**src/rtl/pc_sequencer_pkg.sv**
```systemverilog
`default_nettype none
// +--------------------------------------------------------------------+
// | Module      : pc_sequencer_pkg                                     |
// | Description : Shared definitions for the program-counter           |
// |               sequencer: FSM state encoding, action decode and     |
// |               default stack depth.                                 |
// | Revision    : 1.0 - initial release                                |
// +--------------------------------------------------------------------+
package pc_sequencer_pkg;

  localparam int DEFAULT_STACK_DEPTH = 8;

  // Sequencer control states
  typedef enum logic [0:0] {
    PCS_RUN   = 1'b0,
    PCS_FAULT = 1'b1
  } pcs_state_t;

  // Next-PC source selected for an enabled RUN cycle
  typedef enum logic [1:0] {
    ACT_INC  = 2'd0,
    ACT_JMP  = 2'd1,
    ACT_CALL = 2'd2,
    ACT_RET  = 2'd3
  } pcs_action_t;

  // Resolve simultaneous strobes: RET > CALL > JMP/taken branch > increment
  function automatic pcs_action_t pick_action(input logic jmp,
                                              input logic branch_taken,
                                              input logic call,
                                              input logic ret);
    pcs_action_t act;
    if (ret)                      act = ACT_RET;
    else if (call)                act = ACT_CALL;
    else if (jmp || branch_taken) act = ACT_JMP;
    else                          act = ACT_INC;
    return act;
  endfunction

endpackage : pc_sequencer_pkg
`default_nettype wire

```
**src/rtl/pc_sequencer_return_stack.sv**
```systemverilog
`default_nettype none
// +--------------------------------------------------------------------+
// | Module      : pc_sequencer_return_stack                            |
// | Description : Return-address LIFO with a registered top-of-stack.  |
// |               No error handling: the caller never pushes when full |
// |               nor pops when empty, and never does both at once.    |
// | Revision    : 1.0 - initial release                                |
// +--------------------------------------------------------------------+
module pc_sequencer_return_stack #(
  parameter int DEPTH = 8,
  parameter int WIDTH = 16
) (
  input  logic                     clk,
  input  logic                     rst,
  input  logic                     clear,
  input  logic                     push,
  input  logic                     pop,
  input  logic [WIDTH-1:0]         push_data,
  output logic [WIDTH-1:0]         top,
  output logic [$clog2(DEPTH):0]   depth,
  output logic                     full,
  output logic                     empty
);

  localparam int PTR_W = $clog2(DEPTH);
  localparam int CNT_W = PTR_W + 1;

  logic [WIDTH-1:0] mem [DEPTH];
  logic [PTR_W-1:0] wr_idx;
  logic [PTR_W-1:0] below_idx;

  // Push writes the first free slot; after a pop the new top is the entry
  // two below the current count (count >= 2 whenever that value matters).
  assign wr_idx    = depth[PTR_W-1:0];
  assign below_idx = depth[PTR_W-1:0] - PTR_W'(2);
  assign full      = (depth == CNT_W'(DEPTH));
  assign empty     = (depth == '0);

  // Storage array: contents are don't-care after reset, so no reset here
  always_ff @(posedge clk) begin
    if (push) begin
      mem[wr_idx] <= push_data;
    end
  end

  // Entry count and registered copy of the top entry
  always_ff @(posedge clk) begin
    if (rst || clear) begin
      depth <= '0;
      top   <= '0;
    end else if (push) begin
      depth <= depth + CNT_W'(1);
      top   <= push_data;
    end else if (pop) begin
      depth <= depth - CNT_W'(1);
      top   <= mem[below_idx];
    end
  end

endmodule : pc_sequencer_return_stack
`default_nettype wire

```
**src/rtl/pc_sequencer.sv**
```systemverilog
`default_nettype none
// +--------------------------------------------------------------------+
// | Module      : pc_sequencer                                         |
// | Description : Program-counter controller driving the instruction   |
// |               ROM address: linear fetch, JMP, taken branch,        |
// |               CALL/RET through a return stack, with sticky stack   |
// |               overflow/underflow detection and a FAULT freeze.     |
// | Revision    : 1.0 - initial release                                |
// +--------------------------------------------------------------------+
module pc_sequencer
  import pc_sequencer_pkg::*;
#(
  parameter int STACK_DEPTH = DEFAULT_STACK_DEPTH,
  parameter int ADDR_W      = 16,
  parameter int TGT_W       = 8
) (
  input  logic                         clk,
  input  logic                         rst,
  input  logic                         enable,
  input  logic                         jmp,
  input  logic                         branch_taken,
  input  logic                         call,
  input  logic                         ret,
  input  logic [TGT_W-1:0]             target,
  input  logic                         clear_fault,
  output logic [ADDR_W-1:0]            address,
  output logic [$clog2(STACK_DEPTH):0] depth,
  output logic                         overflow,
  output logic                         underflow,
  output logic                         fault
);

  pcs_state_t        state;
  pcs_action_t       action;
  logic              advance;
  logic              stack_push;
  logic              stack_pop;
  logic              stack_clear;
  logic              stack_full;
  logic              stack_empty;
  logic [ADDR_W-1:0] stack_top;
  logic [ADDR_W-1:0] pc_inc;
  logic [ADDR_W-1:0] target_ext;

  assign action      = pick_action(jmp, branch_taken, call, ret);
  assign advance     = (state == PCS_RUN) && enable;
  assign pc_inc      = address + ADDR_W'(1);
  assign target_ext  = ADDR_W'(target);

  // The stack only moves on legal operations; illegal ones fault instead
  assign stack_push  = advance && (action == ACT_CALL) && !stack_full;
  assign stack_pop   = advance && (action == ACT_RET)  && !stack_empty;
  assign stack_clear = (state == PCS_FAULT) && clear_fault;

  pc_sequencer_return_stack #(
    .DEPTH (STACK_DEPTH),
    .WIDTH (ADDR_W)
  ) u_return_stack (
    .clk       (clk),
    .rst       (rst),
    .clear     (stack_clear),
    .push      (stack_push),
    .pop       (stack_pop),
    .push_data (pc_inc),
    .top       (stack_top),
    .depth     (depth),
    .full      (stack_full),
    .empty     (stack_empty)
  );

  // FSM, PC register and sticky error flags
  always_ff @(posedge clk) begin
    if (rst) begin
      state     <= PCS_RUN;
      address   <= '0;
      overflow  <= 1'b0;
      underflow <= 1'b0;
      fault     <= 1'b0;
    end else begin
      unique case (state)
        PCS_RUN: begin
          if (enable) begin
            unique case (action)
              ACT_RET: begin
                if (stack_empty) begin
                  underflow <= 1'b1;
                  fault     <= 1'b1;
                  state     <= PCS_FAULT;
                end else begin
                  address <= stack_top;
                end
              end
              ACT_CALL: begin
                if (stack_full) begin
                  overflow <= 1'b1;
                  fault    <= 1'b1;
                  state    <= PCS_FAULT;
                end else begin
                  address <= target_ext;
                end
              end
              ACT_JMP: address <= target_ext;
              ACT_INC: address <= pc_inc;
              default: address <= pc_inc;
            endcase
          end
        end
        PCS_FAULT: begin
          // Frozen until cleared; enable is irrelevant here
          if (clear_fault) begin
            address   <= '0;
            overflow  <= 1'b0;
            underflow <= 1'b0;
            fault     <= 1'b0;
            state     <= PCS_RUN;
          end
        end
        default: state <= PCS_RUN;
      endcase
    end
  end

endmodule : pc_sequencer
`default_nettype wire
```
**config.mk**
```make
export PLATFORM = sky130hd
export DESIGN_NAME = pc_sequencer
export DESIGN_NICKNAME = d
export VERILOG_FILES = /design/src/rtl/pc_sequencer_pkg.sv /design/src/rtl/pc_sequencer_return_stack.sv /design/src/rtl/pc_sequencer.sv
export SDC_FILE = /design/constraint.sdc
export NUM_CORES = 1
export LEC_CHECK = 0
export BUFFER_PORTS_ARGS = -buffer_cell sky130_fd_sc_hd__buf_2
export CORE_UTILIZATION = 55
export CTS_CLUSTER_DIAMETER = 100
export CTS_CLUSTER_SIZE = 16
export DETAILED_ROUTE_END_ITERATION = 16
export GPL_TIMING_DRIVEN = 0
export PLACE_DENSITY_LB_ADDON = 0.08
export SYNTH_ARGS = -nofsm -noshare
export SYNTH_HDL_FRONTEND = slang
export SYNTH_SLANG_ARGS = --single-unit
```
**constraint.sdc**
```tcl
create_clock -name clk -period 2.4 [get_ports clk]
set_input_delay 0.12 -clock clk [delete_from_list [all_inputs] [get_ports clk]]
set_output_delay 0.12 -clock clk [all_outputs]
set_load 0.05 [all_outputs]
```
# --- Yosys cells after proc, flatten, opt, wreduce, memory -nomap -nowiden ---
# Memories as Yosys holds them, arrays and structs flattened.
# Cells that the tools add are included.
classes:
  n_bitwise: 1
  eq_ne: 15
  n_reduce_logical: 17
  n_mux: 33
  n_addsub: 4
op_table:
  columns: ["op", "count"]
  rows:
  - ["16-bit two-way mux", 6]
  - ["16-bit one-hot mux with 4 select lines", 1]
  - ["16-bit one-hot mux with 2 select lines", 1]
  - ["16-bit by 1-bit adder with 16-bit output (second input constant)", 1]
  - ["1-bit two-way mux", 15]
  - ["3-bit != test (second input constant)", 4]
  - ["1-bit one-hot mux with 2 select lines", 6]
  - ["4-bit AND reduction", 3]
  - ["4-bit two-way mux", 2]
  - ["2-bit != test (second input constant)", 4]
  - ["1-bit logical AND", 6]
  - ["5-bit AND reduction", 1]
  - ["4-bit by 1-bit adder with 4-bit output (second input constant)", 1]
  - ["2-bit == test (second input constant)", 2]
  - ["4-bit == test (second input constant)", 1]
  - ["4-bit logical NOT", 1]
  - ["2-bit two-way mux", 2]
  - ["2-bit by 1-bit != test with 1-bit output (second input constant)", 2]
  - ["4-bit by 1-bit subtractor with 4-bit output (second input constant)", 1]
  - ["3-bit by 1-bit != test with 1-bit output (second input constant)", 1]
  - ["3-bit by 2-bit subtractor with 3-bit output (second input constant)", 1]
  - ["2-bit by 1-bit == test with 1-bit output (second input constant)", 1]
  - ["1-bit logical NOT", 2]
  - ["2-bit logical NOT", 1]
  - ["other kinds (3)", 4]
totals:
  input_bits: 16
  reg_bits: 40
  ram_bits: 128
  mem_count: 1
memory_table:
  columns: ["name", "words", "width", "rd", "rd_clocked_by_memory_dff", "wr", "line_no", "source"]
  rows:
  - ["u_return_stack.mem", 8, 16, 1, 0, 1, "pc_sequencer_return_stack.sv:28", "logic [WIDTH-1:0] mem [DEPTH];"]

# --- Depth between registers and ports, before layout ---
logic_depth:
  depth_word: 9
  ltp_mapped: 13
  ltp_nobuf: 10

# --- Cells and area by module ---
# From an unflattened synthesis, not the netlist that was laid out.
unflattened:
  hier_cells: 556
  area_unflattened_um2: 7472.2
modules_own_cells:
  columns: ["module", "cells_per_inst", "area_per_inst_um2", "n_inst"]
  rows:
  - ["pc_sequencer_return_stack", 379, 5992.0, 1]
  - ["pc_sequencer", 177, 1480.2, 1]

# --- Worst setup path after synthesis ---
# Ideal clock, no wire load.
synth_timing:
  path_kind: "flip-flop to flip-flop"
  startpoint: "register u_return_stack.depth[1]"
  endpoint: "register u_return_stack.top[13]"
  required_time_ns: 2.283
  path_slack_ns: -0.535
  t_arrival_ns: 2.818
  path_buffers: 3
  stages_incl_launch_ff: 10
  setup_ns: 0.117
  path_cell_list: "dfxtp_1 > buf_2 > buf_2 > inv_1 > ha_1 > clkbuf_1 > mux4_2 > a32o_1 > a21oi_1 > o2bb2ai_1"
synth_via:
  elab_chain_len: 4
  word_cells_on_any_way: 11
  classes_between: "add/sub: 1; eq/ne: 1; mux: 2; reduce/logical: 6; memory: 1"
synth_rtl:
  columns: ["item", "line_no", "source"]
  rows:
  - ["from (decl)", "pc_sequencer_return_stack.sv:20", "output logic [$clog2(DEPTH):0] depth,"]
  - ["from (signal assigned)", "pc_sequencer_return_stack.sv:52", "depth <= depth + CNT_W'(1);"]
  - ["from (signal assigned)", "pc_sequencer_return_stack.sv:55", "depth <= depth - CNT_W'(1);"]
  - ["3-bit by 2-bit subtractor with 3-bit output, or another cell as far along", "pc_sequencer_return_stack.sv:35", "assign below_idx = depth[PTR_W-1:0] - PTR_W'(2);"]
  - ["memory read 8 x 16 bit, or another cell as far along", null, null]
  - ["16-bit two-way mux, or another cell as far along", "pc_sequencer_return_stack.sv:54", "end else if (pop) begin"]
  - ["16-bit two-way mux / 2-bit nonzero test (equally long branches)", null, null]
  - ["to (signal assigned)", "pc_sequencer_return_stack.sv:53", "top <= push_data;"]
  - ["to (signal assigned)", "pc_sequencer_return_stack.sv:56", "top <= mem[below_idx];"]
  - ["to (decl)", "pc_sequencer_return_stack.sv:19", "output logic [WIDTH-1:0] top,"]
# Parallel ways exist; a longest one is shown, timed or not. The select of a mux whose other input is x is not followed.
# A chain may end at the register's enable or synchronous reset.

# --- Worst setup path after layout ---
# Same ends and word-level chain as after synthesis.

==> summary by stage <==
Critical path
The largest fanout of any net on the critical path is 10. The buffer and inverter count on the worst path is 4. Among all stages on the critical path, the largest delay is contributed by dfxtp_4. The worst setup path is launched from a flop. The largest delay contributor family on the critical path is buffers and inverters. The endpoint of the worst register-to-register path is u_return_stack.top[13]. STA puts the critical path data required time at 2.72 ns.

Across all register-to-register paths, the minimum setup slack is 0.1 ns. The largest incremental delay on the critical path is 0.39 ns. The critical path in this run is classified as flop to flop. Traced cell by cell, the critical path runs through buf_8 -> buf_8 -> clkinvlp_4 -> ha_4 -> clkbuf_8 -> mux4_2 -> a32o_1 -> a21oi_1 -> o2bb2ai_1. The number of cell instances on the worst register-to-register path is 9.

The launch instance of the worst register-to-register path is u_return_stack.depth[1]. Among the stages of the critical path, the cell type that occurs most often is buf_8. The critical path data arrival time is 2.62 ns. The worst setup path is captured at a flop.

Timing
The number of failing setup endpoints in the final timing report is 0. The total negative slack for setup checks is 0 ns. The slew at the pin with the worst max-slew slack is 1.08 ns. In the finished design, the share of the clock period the worst path needs comes to 95.9%. The final critical delay including setup and external delays is 2.30 ns. The final-report max-slew violation count is 0.

The clock skew after layout is 0.00745 ns. Setup slack closes at 0.0974 ns. The number of hold violations in the final report is 0. The maximum clock frequency is 434 MHz. The final worst hold slack is 0.101 ns. Headroom to the max-slew limit came out at 27.9%.

Routing
The number of nets with antenna violations after detailed routing is 0. The iteration count of the initial detailed-routing pass is 5. The top routing layer in use is met4. The detailed-routed wire length on met3 is 1130 µm.

The post-detailed-routing wire length is 17000 µm. The detailed-route vias per instance is 6.20. The total DRC errors in the routed layout is 0. The final routed wire length divided by cell count is 23.2 µm. The amount of wire on met2 after detailed routing is 8270 µm. The total via count after detailed routing is 4536. The detailed router finished its first iteration with 473 violations. After detailed routing, the wire length on met1 is 7220 µm.

Logic synthesis
The number of distinct library cell variants in the gate-level netlist after synthesis is 47. Summing every instance area after synthesis gives 7200 µm². Counting every instance in the synthesized netlist gives 483.

The synthesized netlist net count is 509. The count of flip-flops with a built-in enable after synthesis is 128. The leading register cell type out of synthesis is edfxtp_1. The area share of the largest cell type after synthesis is 53.4%.

The top cell type by total area after synthesis is edfxtp_1. In this run the mean area of a mapped cell was 14.9 µm². Yosys attributes the largest share of cell area to edfxtp_1 (53%), dfxtp_1 (11%), mux4_2 (9.1%). During synthesis, Yosys emitted a total of 0 warnings.

The sequential element share of the synthesized area is 64.5%. In this run, synthesis produced a sequential element count of 168. edfxtp_1 is the most common cell in the netlist. Ranked by instance count, the synthesized netlist is headed by edfxtp_1 (128), dfxtp_1 (40), mux4_2 (29), nand2_1 (29), a21oi_1 (27). For this run, asynchronously set or reset flops after synthesis account for 0%.

Min path
The worst hold path was traced through 3 stages. The worst hold path terminates at address[6]. The worst min-delay path startpoint is target[6]. The worst hold path belongs to the class primary input to flop.

Clocking
The clock transition time at the flip-flop clock pins of the worst setup and hold paths is 0.06 ns. The latest clock arrival within the worst-skew pair is 0.43 ns. The clock passes through at most 2 buffers. TritonCTS built the clock tree.

The CTS buffer count is 17. In this run the number of H-tree levels came out at 4. The tree is rooted in a clkbuf_16. The number of sinks handled by clock tree synthesis is 168.

Power and ir drop
Across the VDD grid, the largest voltage drop is 509 µV. The leakage power total is 2.91 nW. Dividing total power by cell area gives a power density of 979 nW/µm².

Placement
Once detailed placement completed, the half-perimeter wirelength came to 10700 µm. The congestion estimate from routability-driven global placement came to 0.861. The setup slack after placement is -0.598 ns. The count of input and output buffers is 37.

Global route
Entering global routing, the biggest net connects 17 pins. The global-route congestion overflow total is 0. The number of antenna violations at the first check in global routing came to 0.

Global routing consumed, over all layers together, 27.2% of the routing resources. The number of global-route vias before repair is 4533. The first global-routing pass estimated 25800 µm of wire.

Floorplan
The die extent in x is 116 µm. The area of the die is 13500 µm². The height of the chip is 116 µm. Pin placement for this block handled 39 I/O pins.

The region available for standard cell placement spans 12700 µm². The effective utilization at floorplan is 56.8%. The number of cell rows is 41.

Final layout
Summing all multi-input logic gate instances after layout gives 2450 µm². The layout net count is 573. Once layout is complete, the utilization of the core stands at 66.7%. The layout cell share with drive strength beyond 1 is 27.5%. The area added between synthesis and finish is 17.4%.

The area of all sequential standard cells is 4650 µm². Counting the fill cells in the layout gives 913. The antenna diode instance count is 0.

Run
Across the run, the number of max-cap violations was 0.

Status
The flow ran to the end, and the final reports show no timing, DRC or antenna violations.
[worst max-delay path by stage]
| stage | from | to | slack [ns] | depth (start not counted) |
|---|---|---|---|---|
| 2_1_floorplan | u_return_stack.depth[1] | u_return_stack.top[13] | -0.002 | 9 |
| 3_3_place_gp | u_return_stack.depth[1] | u_return_stack.top[13] | -0.59 | 9 |
| 3_5_place_dp | u_return_stack.depth[1] | u_return_stack.top[13] | -0.60 | 9 |
| 4_1_cts | u_return_stack.depth[1] | u_return_stack.top[13] | -0.04 | 9 |
| 5_1_grt | state | u_return_stack.mem[3][6] | -0.06 | 2 |
| 6_report | u_return_stack.depth[1] | u_return_stack.top[13] | 0.1 | 9 |
[through the flow]
step | instances | area, µm² | power [mW]
floorplan | 483 | 7210 | 4.74
global placement | 692 | 7610 | 5.15
detailed placement | 692 | 7610 | 5.19
CTS | 726 | 8360 | 8.25
global route | 732 | 8450 | 8.56
finish | 732 | 8450 | 8.28
[worst reg2reg max path: cells and delay by family, from the launching register on]
| family | cells | cell delay (ns) |
|---|---|---|
| muxes | 1 | 0.32 |
| AOI/OAI and AO/OA | 3 | 0.42 |
| DFF | 1 | 0.39 |
| buffers and inverters | 4 | 0.73 |
| adders and majority gates | 1 | 0.33 |
[layout make-up]
type,count,share of cell area [%]
buffer,27,2.13
clock buffer,17,5.03
tap,172,2.55
sequential,168,55.0
timing repair buffer,45,2.93
multi-input combinational,277,29.0
inverter,11,0.533
clock inverter,15,2.74
[power by group]
| group | internal [mW] | switching (mW) |
|---|---|---|
| Combinational | 0.675 | 1.09 |
| Clock | 1.94 | 1.10 |
| Sequential | 3.35 | 0.133 |
[cells in the final DEF, fill, tap and decap left out, drive strengths merged, types with 9 or more instances in the layout]
cell,instances
edfxtp,128
buf,62
dfxtp,40
nand2,29
mux4,29
a21oi,28
clkbuf,26
mux2i,21
nor2,18
o21ai,17
nand3,15
nor3,15
o2bb2ai,13
inv,10
xor2,10
a221oi,9
ha,9
[registers in the layout (all words and copies together), names as in the netlist]
register              cells
overflow                  1
fault                     1
address                  16
u_return_stack.mem      128
underflow                 1
u_return_stack.depth      4
u_return_stack.top       16
state                     1
[layer usage]
| metal | vias up | GRT usage [%] |
|---|---|---|
| met5 | - | 0 |
| met4 | 0 | 10.8 |
| met3 | 29 | 6.54 |
| met2 | 192 | 43.0 |
| met1 | 2306 | 36.5 |
| li1 | 2009 | - |
[cells by family after synthesis]
group                      Yosys count  synth area share [%]
DFF                                168                  64.5
and+or+nand+nor                    112                  8.47
AOI/OAI and AO/OA                   88                  8.50
muxes                               50                  12.0
buffers and inverters               38                  2.61
xor gates and xnor gates            17                  2.07
adders and majority gates           10                  1.84
[what timing repair did]
| action | 4_1_cts | 5_1_grt |
|---|---|---|
| hold endpoints to repair | 1 | 0 |
| resized for setup | 19 | 9 |
| hold buffers | 1 | 0 |
| setup buffers | 1 | 6 |
| gates cloned | 0 | 0 |
| setup endpoints to repair | 155 | 17 |
| pin swaps | 1 | 2 |
Power figures use the tool's default switching activity.
